## src/rtl/alu_control_seq_if.sv

```systemverilog
// rtl/alu_control_seq_if.sv - handshake bundle between the control sequencer and its producer/consumer
interface alu_control_seq_if #(
  parameter int ALUOP_W = 4
);
  logic               in_valid;
  logic               in_ready;
  logic [ALUOP_W-1:0] ALUOp;
  logic [5:0]         ALUFunction;
  logic               out_valid;
  logic               out_ready;
  logic [3:0]         ALUOperation;
  logic               Jr;
  logic               Illegal;
  logic               Busy;

  modport master (
    output in_valid, ALUOp, ALUFunction, out_ready,
    input  in_ready, out_valid, ALUOperation, Jr, Illegal, Busy
  );

  modport slave (
    input  in_valid, ALUOp, ALUFunction, out_ready,
    output in_ready, out_valid, ALUOperation, Jr, Illegal, Busy
  );
endinterface

```

## src/rtl/alu_control_seq.sv

```systemverilog
// rtl/alu_control_seq.sv - ALU control decoder with valid/ready handshake and multi-cycle MULT/DIV sequencing (optional DIV via ALU_CONTROL_DIV_EN)
module alu_control_seq #(
  parameter int ALUOP_W     = 4,
  parameter int MULT_CYCLES = 4,
  parameter int DIV_CYCLES  = 16
) (
  input  logic              clk,
  input  logic              reset,
  alu_control_seq_if.slave  bus
);
  // Latencies below 2 cannot be expressed by the WAIT countdown, so clamp them.
  localparam int MULT_N = (MULT_CYCLES < 2) ? 2 : MULT_CYCLES;
  localparam int DIV_N  = (DIV_CYCLES < 2) ? 2 : DIV_CYCLES;
  localparam int MAX_N  = (MULT_N > DIV_N) ? MULT_N : DIV_N;
  localparam int CNT_W  = ($clog2(MAX_N) < 1) ? 1 : $clog2(MAX_N);

  typedef enum logic [1:0] {S_IDLE, S_HOLD, S_WAIT} state_t;

  state_t             r_state;
  state_t             w_state_nxt;
  logic [CNT_W-1:0]   r_cnt;
  logic [3:0]         r_op;
  logic               r_jr;
  logic               r_ill;

  logic               w_upper_zero;
  logic [3:0]         w_sel;
  logic [3:0]         w_op;
  logic               w_jr;
  logic               w_ill;
  logic               w_mult;
  logic               w_div;
  logic               w_multi;
  logic               w_in_ready;
  logic               w_accept;
  logic [CNT_W-1:0]   w_cnt_load;

  // ALUOp wider than 4 bits only matches when the extra bits are zero.
  assign w_upper_zero = (bus.ALUOp & ~ALUOP_W'(4'hF)) == '0;
  assign w_sel        = bus.ALUOp[3:0];

  // Combinational decode of the presented selector; unmatched falls through as illegal.
  always_comb begin
    w_op   = 4'b1111;
    w_jr   = 1'b0;
    w_ill  = 1'b1;
    w_mult = 1'b0;
    w_div  = 1'b0;
    if (w_upper_zero) begin
      case (w_sel)
        4'b0111: begin
          case (bus.ALUFunction)
            6'b100000: begin w_op = 4'b0000; w_ill = 1'b0; end
            6'b100010: begin w_op = 4'b0001; w_ill = 1'b0; end
            6'b100101: begin w_op = 4'b0010; w_ill = 1'b0; end
            6'b100100: begin w_op = 4'b0011; w_ill = 1'b0; end
            6'b100111: begin w_op = 4'b0100; w_ill = 1'b0; end
            6'b000000: begin w_op = 4'b0110; w_ill = 1'b0; end
            6'b000010: begin w_op = 4'b0111; w_ill = 1'b0; end
            6'b101010: begin w_op = 4'b1100; w_ill = 1'b0; end
            6'b011000: begin w_op = 4'b1000; w_ill = 1'b0; w_mult = 1'b1; end
            6'b011001: begin w_op = 4'b1001; w_ill = 1'b0; w_mult = 1'b1; end
`ifdef ALU_CONTROL_DIV_EN
            6'b011010: begin w_op = 4'b1010; w_ill = 1'b0; w_div = 1'b1; end
            6'b011011: begin w_op = 4'b1011; w_ill = 1'b0; w_div = 1'b1; end
`endif
            6'b001000: begin w_op = 4'b0000; w_ill = 1'b0; w_jr = 1'b1; end
            default: ;
          endcase
        end
        4'b0000, 4'b0100, 4'b0101: begin w_op = 4'b0000; w_ill = 1'b0; end
        4'b0001:                   begin w_op = 4'b0010; w_ill = 1'b0; end
        4'b0010:                   begin w_op = 4'b0011; w_ill = 1'b0; end
        4'b0011:                   begin w_op = 4'b0101; w_ill = 1'b0; end
        4'b1000, 4'b1001:          begin w_op = 4'b0001; w_ill = 1'b0; end
        default: ;
      endcase
    end
  end

  assign w_multi = w_mult | w_div;

`ifdef ALU_CONTROL_DIV_EN
  assign w_cnt_load = w_div ? CNT_W'(DIV_N - 2) : CNT_W'(MULT_N - 2);
`else
  assign w_cnt_load = CNT_W'(MULT_N - 2);
`endif

  assign w_in_ready = (r_state == S_IDLE) ? 1'b1 :
                      (r_state == S_HOLD) ? bus.out_ready : 1'b0;
  assign w_accept   = bus.in_valid & w_in_ready;

  // State register.
  always_ff @(posedge clk or negedge reset) begin
    if (!reset) r_state <= S_IDLE;
    else        r_state <= w_state_nxt;
  end

  // Next-state: accepts route to HOLD or WAIT, drained results fall back to IDLE.
  always_comb begin
    w_state_nxt = r_state;
    case (r_state)
      S_IDLE: if (w_accept) w_state_nxt = w_multi ? S_WAIT : S_HOLD;
      S_HOLD: if (bus.out_ready) begin
        if (w_accept) w_state_nxt = w_multi ? S_WAIT : S_HOLD;
        else          w_state_nxt = S_IDLE;
      end
      S_WAIT: if (r_cnt == '0) w_state_nxt = S_HOLD;
      default: w_state_nxt = S_IDLE;
    endcase
  end

  // Countdown for multi-cycle ops; loaded with N-2 so out_valid lands N cycles after accept.
  always_ff @(posedge clk or negedge reset) begin
    if (!reset)                                 r_cnt <= '0;
    else if (w_accept && w_multi)               r_cnt <= w_cnt_load;
    else if (r_state == S_WAIT && r_cnt != '0)  r_cnt <= r_cnt - 1'b1;
  end

  // Decoded result captured only at accept so later input changes cannot disturb it.
  always_ff @(posedge clk or negedge reset) begin
    if (!reset) begin
      r_op  <= 4'b0000;
      r_jr  <= 1'b0;
      r_ill <= 1'b0;
    end else if (w_accept) begin
      r_op  <= w_op;
      r_jr  <= w_jr;
      r_ill <= w_ill;
    end
  end

  assign bus.in_ready     = w_in_ready;
  assign bus.out_valid    = (r_state == S_HOLD);
  assign bus.Busy         = (r_state == S_WAIT);
  assign bus.ALUOperation = r_op;
  assign bus.Jr           = r_jr;
  assign bus.Illegal      = r_ill;
endmodule

```

## src/flat_wrapper.sv

```systemverilog
// flat-port wrapper written by rule: the top's interface ports become plain ports
module alu_control_seq_flat 
#(
  parameter int ALUOP_W     = 4,
  parameter int MULT_CYCLES = 4,
  parameter int DIV_CYCLES  = 16
)
  (clk, reset, bus_in_valid, bus_ALUOp, bus_ALUFunction, bus_out_ready, bus_in_ready, bus_out_valid, bus_ALUOperation, bus_Jr, bus_Illegal, bus_Busy);
  alu_control_seq_if #(.ALUOP_W(ALUOP_W)) bus_i ();
  input  logic clk;
  input  logic reset;
  input wire logic [$bits(bus_i.in_valid)-1:0] bus_in_valid;
  input wire logic [$bits(bus_i.ALUOp)-1:0] bus_ALUOp;
  input wire logic [$bits(bus_i.ALUFunction)-1:0] bus_ALUFunction;
  input wire logic [$bits(bus_i.out_ready)-1:0] bus_out_ready;
  output wire logic [$bits(bus_i.in_ready)-1:0] bus_in_ready;
  output wire logic [$bits(bus_i.out_valid)-1:0] bus_out_valid;
  output wire logic [$bits(bus_i.ALUOperation)-1:0] bus_ALUOperation;
  output wire logic [$bits(bus_i.Jr)-1:0] bus_Jr;
  output wire logic [$bits(bus_i.Illegal)-1:0] bus_Illegal;
  output wire logic [$bits(bus_i.Busy)-1:0] bus_Busy;
  assign bus_i.in_valid = bus_in_valid;
  assign bus_i.ALUOp = bus_ALUOp;
  assign bus_i.ALUFunction = bus_ALUFunction;
  assign bus_i.out_ready = bus_out_ready;
  assign bus_in_ready = bus_i.in_ready;
  assign bus_out_valid = bus_i.out_valid;
  assign bus_ALUOperation = bus_i.ALUOperation;
  assign bus_Jr = bus_i.Jr;
  assign bus_Illegal = bus_i.Illegal;
  assign bus_Busy = bus_i.Busy;
  alu_control_seq #(.ALUOP_W(ALUOP_W), .MULT_CYCLES(MULT_CYCLES), .DIV_CYCLES(DIV_CYCLES)) u_core (.clk(clk), .reset(reset), .bus(bus_i));
endmodule
```

## config.mk

```make
export PLATFORM = sky130hd
export DESIGN_NAME = alu_control_seq_flat
export DESIGN_NICKNAME = d
export VERILOG_FILES = /design/src/rtl/alu_control_seq_if.sv /design/src/rtl/alu_control_seq.sv /design/src/flat_wrapper.sv
export SDC_FILE = /design/constraint.sdc
export NUM_CORES = 1
export LEC_CHECK = 0
export BUFFER_PORTS_ARGS = -buffer_cell sky130_fd_sc_hd__clkbuf_2
export CORE_UTILIZATION = 50
export DETAILED_ROUTE_END_ITERATION = 10
export PLACE_DENSITY = 0.87
export SETUP_SLACK_MARGIN = 0.5
export SKIP_CTS_REPAIR_TIMING = 1
export SYNTH_ARGS = -nofsm -noshare
export SYNTH_HDL_FRONTEND = slang
export SYNTH_SLANG_ARGS = --single-unit
```

## constraint.sdc

```tcl
create_clock -name clk -period 1.85 [get_ports clk]
set_clock_uncertainty 0.1 [all_clocks]
set_input_delay 0.0925 -clock clk [delete_from_list [all_inputs] [get_ports clk]]
set_output_delay 0.0925 -clock clk [all_outputs]
set_load 0.05 [all_outputs]
```

==> impl_metrics.yaml <==
status:
  status: "completed"
pwr:
  ir_drop_v: 0.000602
  cellPowerDensity_mw_per_mm2: 640
  leakage_nw: 0.485
  power.total_w: 0.000729
clock_tree:
  clock_path_buffers: 2
  cts_sinks: 12
  cts_root_buf: "clkbuf_4"
  cts_tree: "yes"
  numCtsBuffers: 3
  clk_pin_slew_ps: 70
  clk_latency_ps: 260
  h-tree-depth: 1
floorplanning:
  initial_core_util: 0.545
  die_h_um: 43.0
  num_rows: 14
  coreArea_mm2: 0.00154
  io_pins: 23
  die_area_mm2: 0.00185
  dieWidth_um: 43.0
synthesis:
  async_flop_share: 1.00
  synth.area.top_cells: "dfrtp_1 36%, nor4b_4 5.7%, nor2_1 4.9%"
  synth_ff_type: "dfrtp_1"
  synth-edff-count: 0
  synth_cells: 92
  ys_types: 41
  ys_seq_area_frac: 0.357
  synth_common_cells: "12 x dfrtp_1, 11 x nor2_1, 8 x a21oi_1, 6 x nand2_1, 5 x inv_1"
  synth-seq-cells: 12
  avgSynthCellArea_um2: 9.14
  yosys_warnings: 0
  syn_area_um2: 841
  synth.most_common_cell: "dfrtp_1"
  yosysTopAreaCell: "dfrtp_1"
  synth_nets: 107
  synth_top_area_frac: 0.357
setup_path:
  start_kind: "register"
  critPathCapture: "u_core.r_cnt[3]$_DFFE_PN0P_"
  r2r_cells: 6
  crit_family: "flip-flops"
  crit_path_max_incr_delay_ps: 400
  reg2reg_to: "u_core.r_cnt[3]$_DFFE_PN0P_"
  path_cells: "inv_2, ha_4, or2b_4, o211ai_1, xor2_1, nor2_1"
  critPathMaxFanout: 3
  r2r_slack_ps: 270
  startpoint: "u_core.r_cnt[0]$_DFFE_PN0P_"
  end_kind: "register"
  cp.arrival_ps: 1620
  crit_cells: 6
  critPathBufInv: 1
  worstPathRequired_ps: 1890
  worstSetupPathType: "reg -> reg"
  reg2reg_from: "u_core.r_cnt[0]$_DFFE_PN0P_"
  crit_path_top_delay_cell: "dfrtp_1"
placement:
  io_buffer_count: 22
  routabilityCongestion: 0.906
  placed_cell_area_um2: 992
  dp_slack_ps: 262
cells_and_area:
  area.growth.synth_to_final_pct: 35.4
  antennaDiodeCount: 0
  final-seq-area_um2: 302
  fill_cells: 110
  fin_area_mm2: 0.00114
  final_nets: 141
  drive_gt1_frac: 0.424
  multi_input_area_um2: 559
route:
  wl_per_cell_um: 14.5
  vias: 835
  drcViolationCount: 0
  via_per_inst: 5.92
  totalWireLength_um: 2040
  final_antenna_net_count: 0
  drtIter0Drc: 8
  drt_pre_antenna_iters: 4
timing:
  worst_hold_slack_ps: 32.2
  fin_ws_ps: 274
  final-max-slew-violation-count: 0
  finalCritPeriodShare: 0.852
  setup_viol: 0
  period_needed_ps: 1580
  slew_headroom: 0.766
  worstMarginPinSlew_ps: 347
  setup_tns_ps: 0
  max_clock_freq_mhz: 634
  hold_violations: 0
  rsz0062_at_grt: "true"
min_path:
  hp-start: "bus_ALUFunction[0]"
  hold_class: "in -> reg"
  hold_depth: 2
grt:
  grt_use_met2: 0.324
  antenna_found_initial: 0
  grt_pass1_wl_um: 3050
  met1_usage: 0.315
  grt_max_degree: 13
  grt_busiest_layer: "met2"
  grt_use_total: 0.216
  met3_usage: 0.0638
  first_global_vias: 691
  grt_overflow_total: 0
flow_run:
  max-cap-violations: 0
==> final cells by class <==
type	instances	share of cell area
multi-input cells	73	0.491
flip-flops and latches	12	0.265
repair buffers	31	0.178
clock buffers	4	0.0319
well taps	16	0.0176
inverters	5	0.0165
==> registers in the layout, indices dropped and copies added, names as in the netlist <==
register	count
u_core.bus.ALUOperation	4
u_core.r_cnt	4
u_core.r_state	2
u_core.bus.Illegal	1
u_core.bus.Jr	1
==> cell usage in the layout (no fill, tap or decap), types with 2 or more instances in the layout <==
master | netlist | final
a21oi_1 | 8 | 8
a31oi_1 | 2 | 2
a32oi_1 | 2 | 2
buf_4 | 0 | 8
buf_6 | 1 | 2
clkbuf_2 | 0 | 19
clkbuf_4 | 0 | 3
dfrtp_1 | 12 | 11
inv_1 | 5 | 3
inv_2 | 0 | 2
nand2_1 | 6 | 6
nand2b_1 | 4 | 4
nand3_1 | 2 | 2
nor2_1 | 11 | 9
nor2_2 | 0 | 2
nor2b_1 | 3 | 3
nor3_1 | 3 | 3
nor4b_4 | 2 | 2
o21ai_0 | 3 | 2
==> metal layers <==
layer  part of all wire  wire, µm  up-vias
li1                   -         -      415
met1               0.45       924      388
met2               0.48       986       28
met3              0.056       114        4
met4             0.0083        17        0
met5                  0         0        -
==> worst register-to-register path: stages, from the launching register on <==
cell and delay [ps]:
dfrtp_1 400, inv_2 90, ha_4 140, or2b_4 280, o211ai_1 220, xor2_1 170, nor2_1 60
==> power by group <==
part           total (W)  internal (W)  switching [W]
sequential      0.000298      0.000283      0.0000148
combinational   0.000232     0.0000811       0.000150
clock           0.000199      0.000120      0.0000794
total           0.000729      0.000484       0.000245
==> per-stage QoR <==
| stage | util | std cells |
|---|---|---|
| 2_1_floorplan | - | 92 |
| 3_3_place_gp | 0.644 | 129 |
| 3_5_place_dp | 0.644 | 129 |
| 4_1_cts | 0.667 | 133 |
| 5_1_grt | 0.739 | 141 |
| 6_report | 0.739 | 141 |
==> worst min path at each step <==
stage	endpoint	slack (ps)
floorplan	u_core.bus.ALUOperation[0]$_DFFE_PN0N_	-300
global placement	u_core.bus.ALUOperation[1]$_DFFE_PN0N_	-110
detailed placement	u_core.bus.ALUOperation[2]$_DFFE_PN0N_	-110
CTS	u_core.bus.Illegal$_DFFE_PN0N_	-400
global route	u_core.bus.Jr$_DFFE_PN0N_	50
finish	u_core.bus.Jr$_DFFE_PN0N_	30
==> logic make-up after synthesis <==
kind of cell	synth area share
AO/OA/AOI/OAI	0.213
XOR/XNOR	0.0208
AND/OR/NAND/NOR	0.327
adder cells (fa/ha/maj)	0.0149
flip-flops	0.357
buffers and inverters	0.0417
multiplexers	0.0253
No activity file was read; power rests on OpenSTA's default activity.
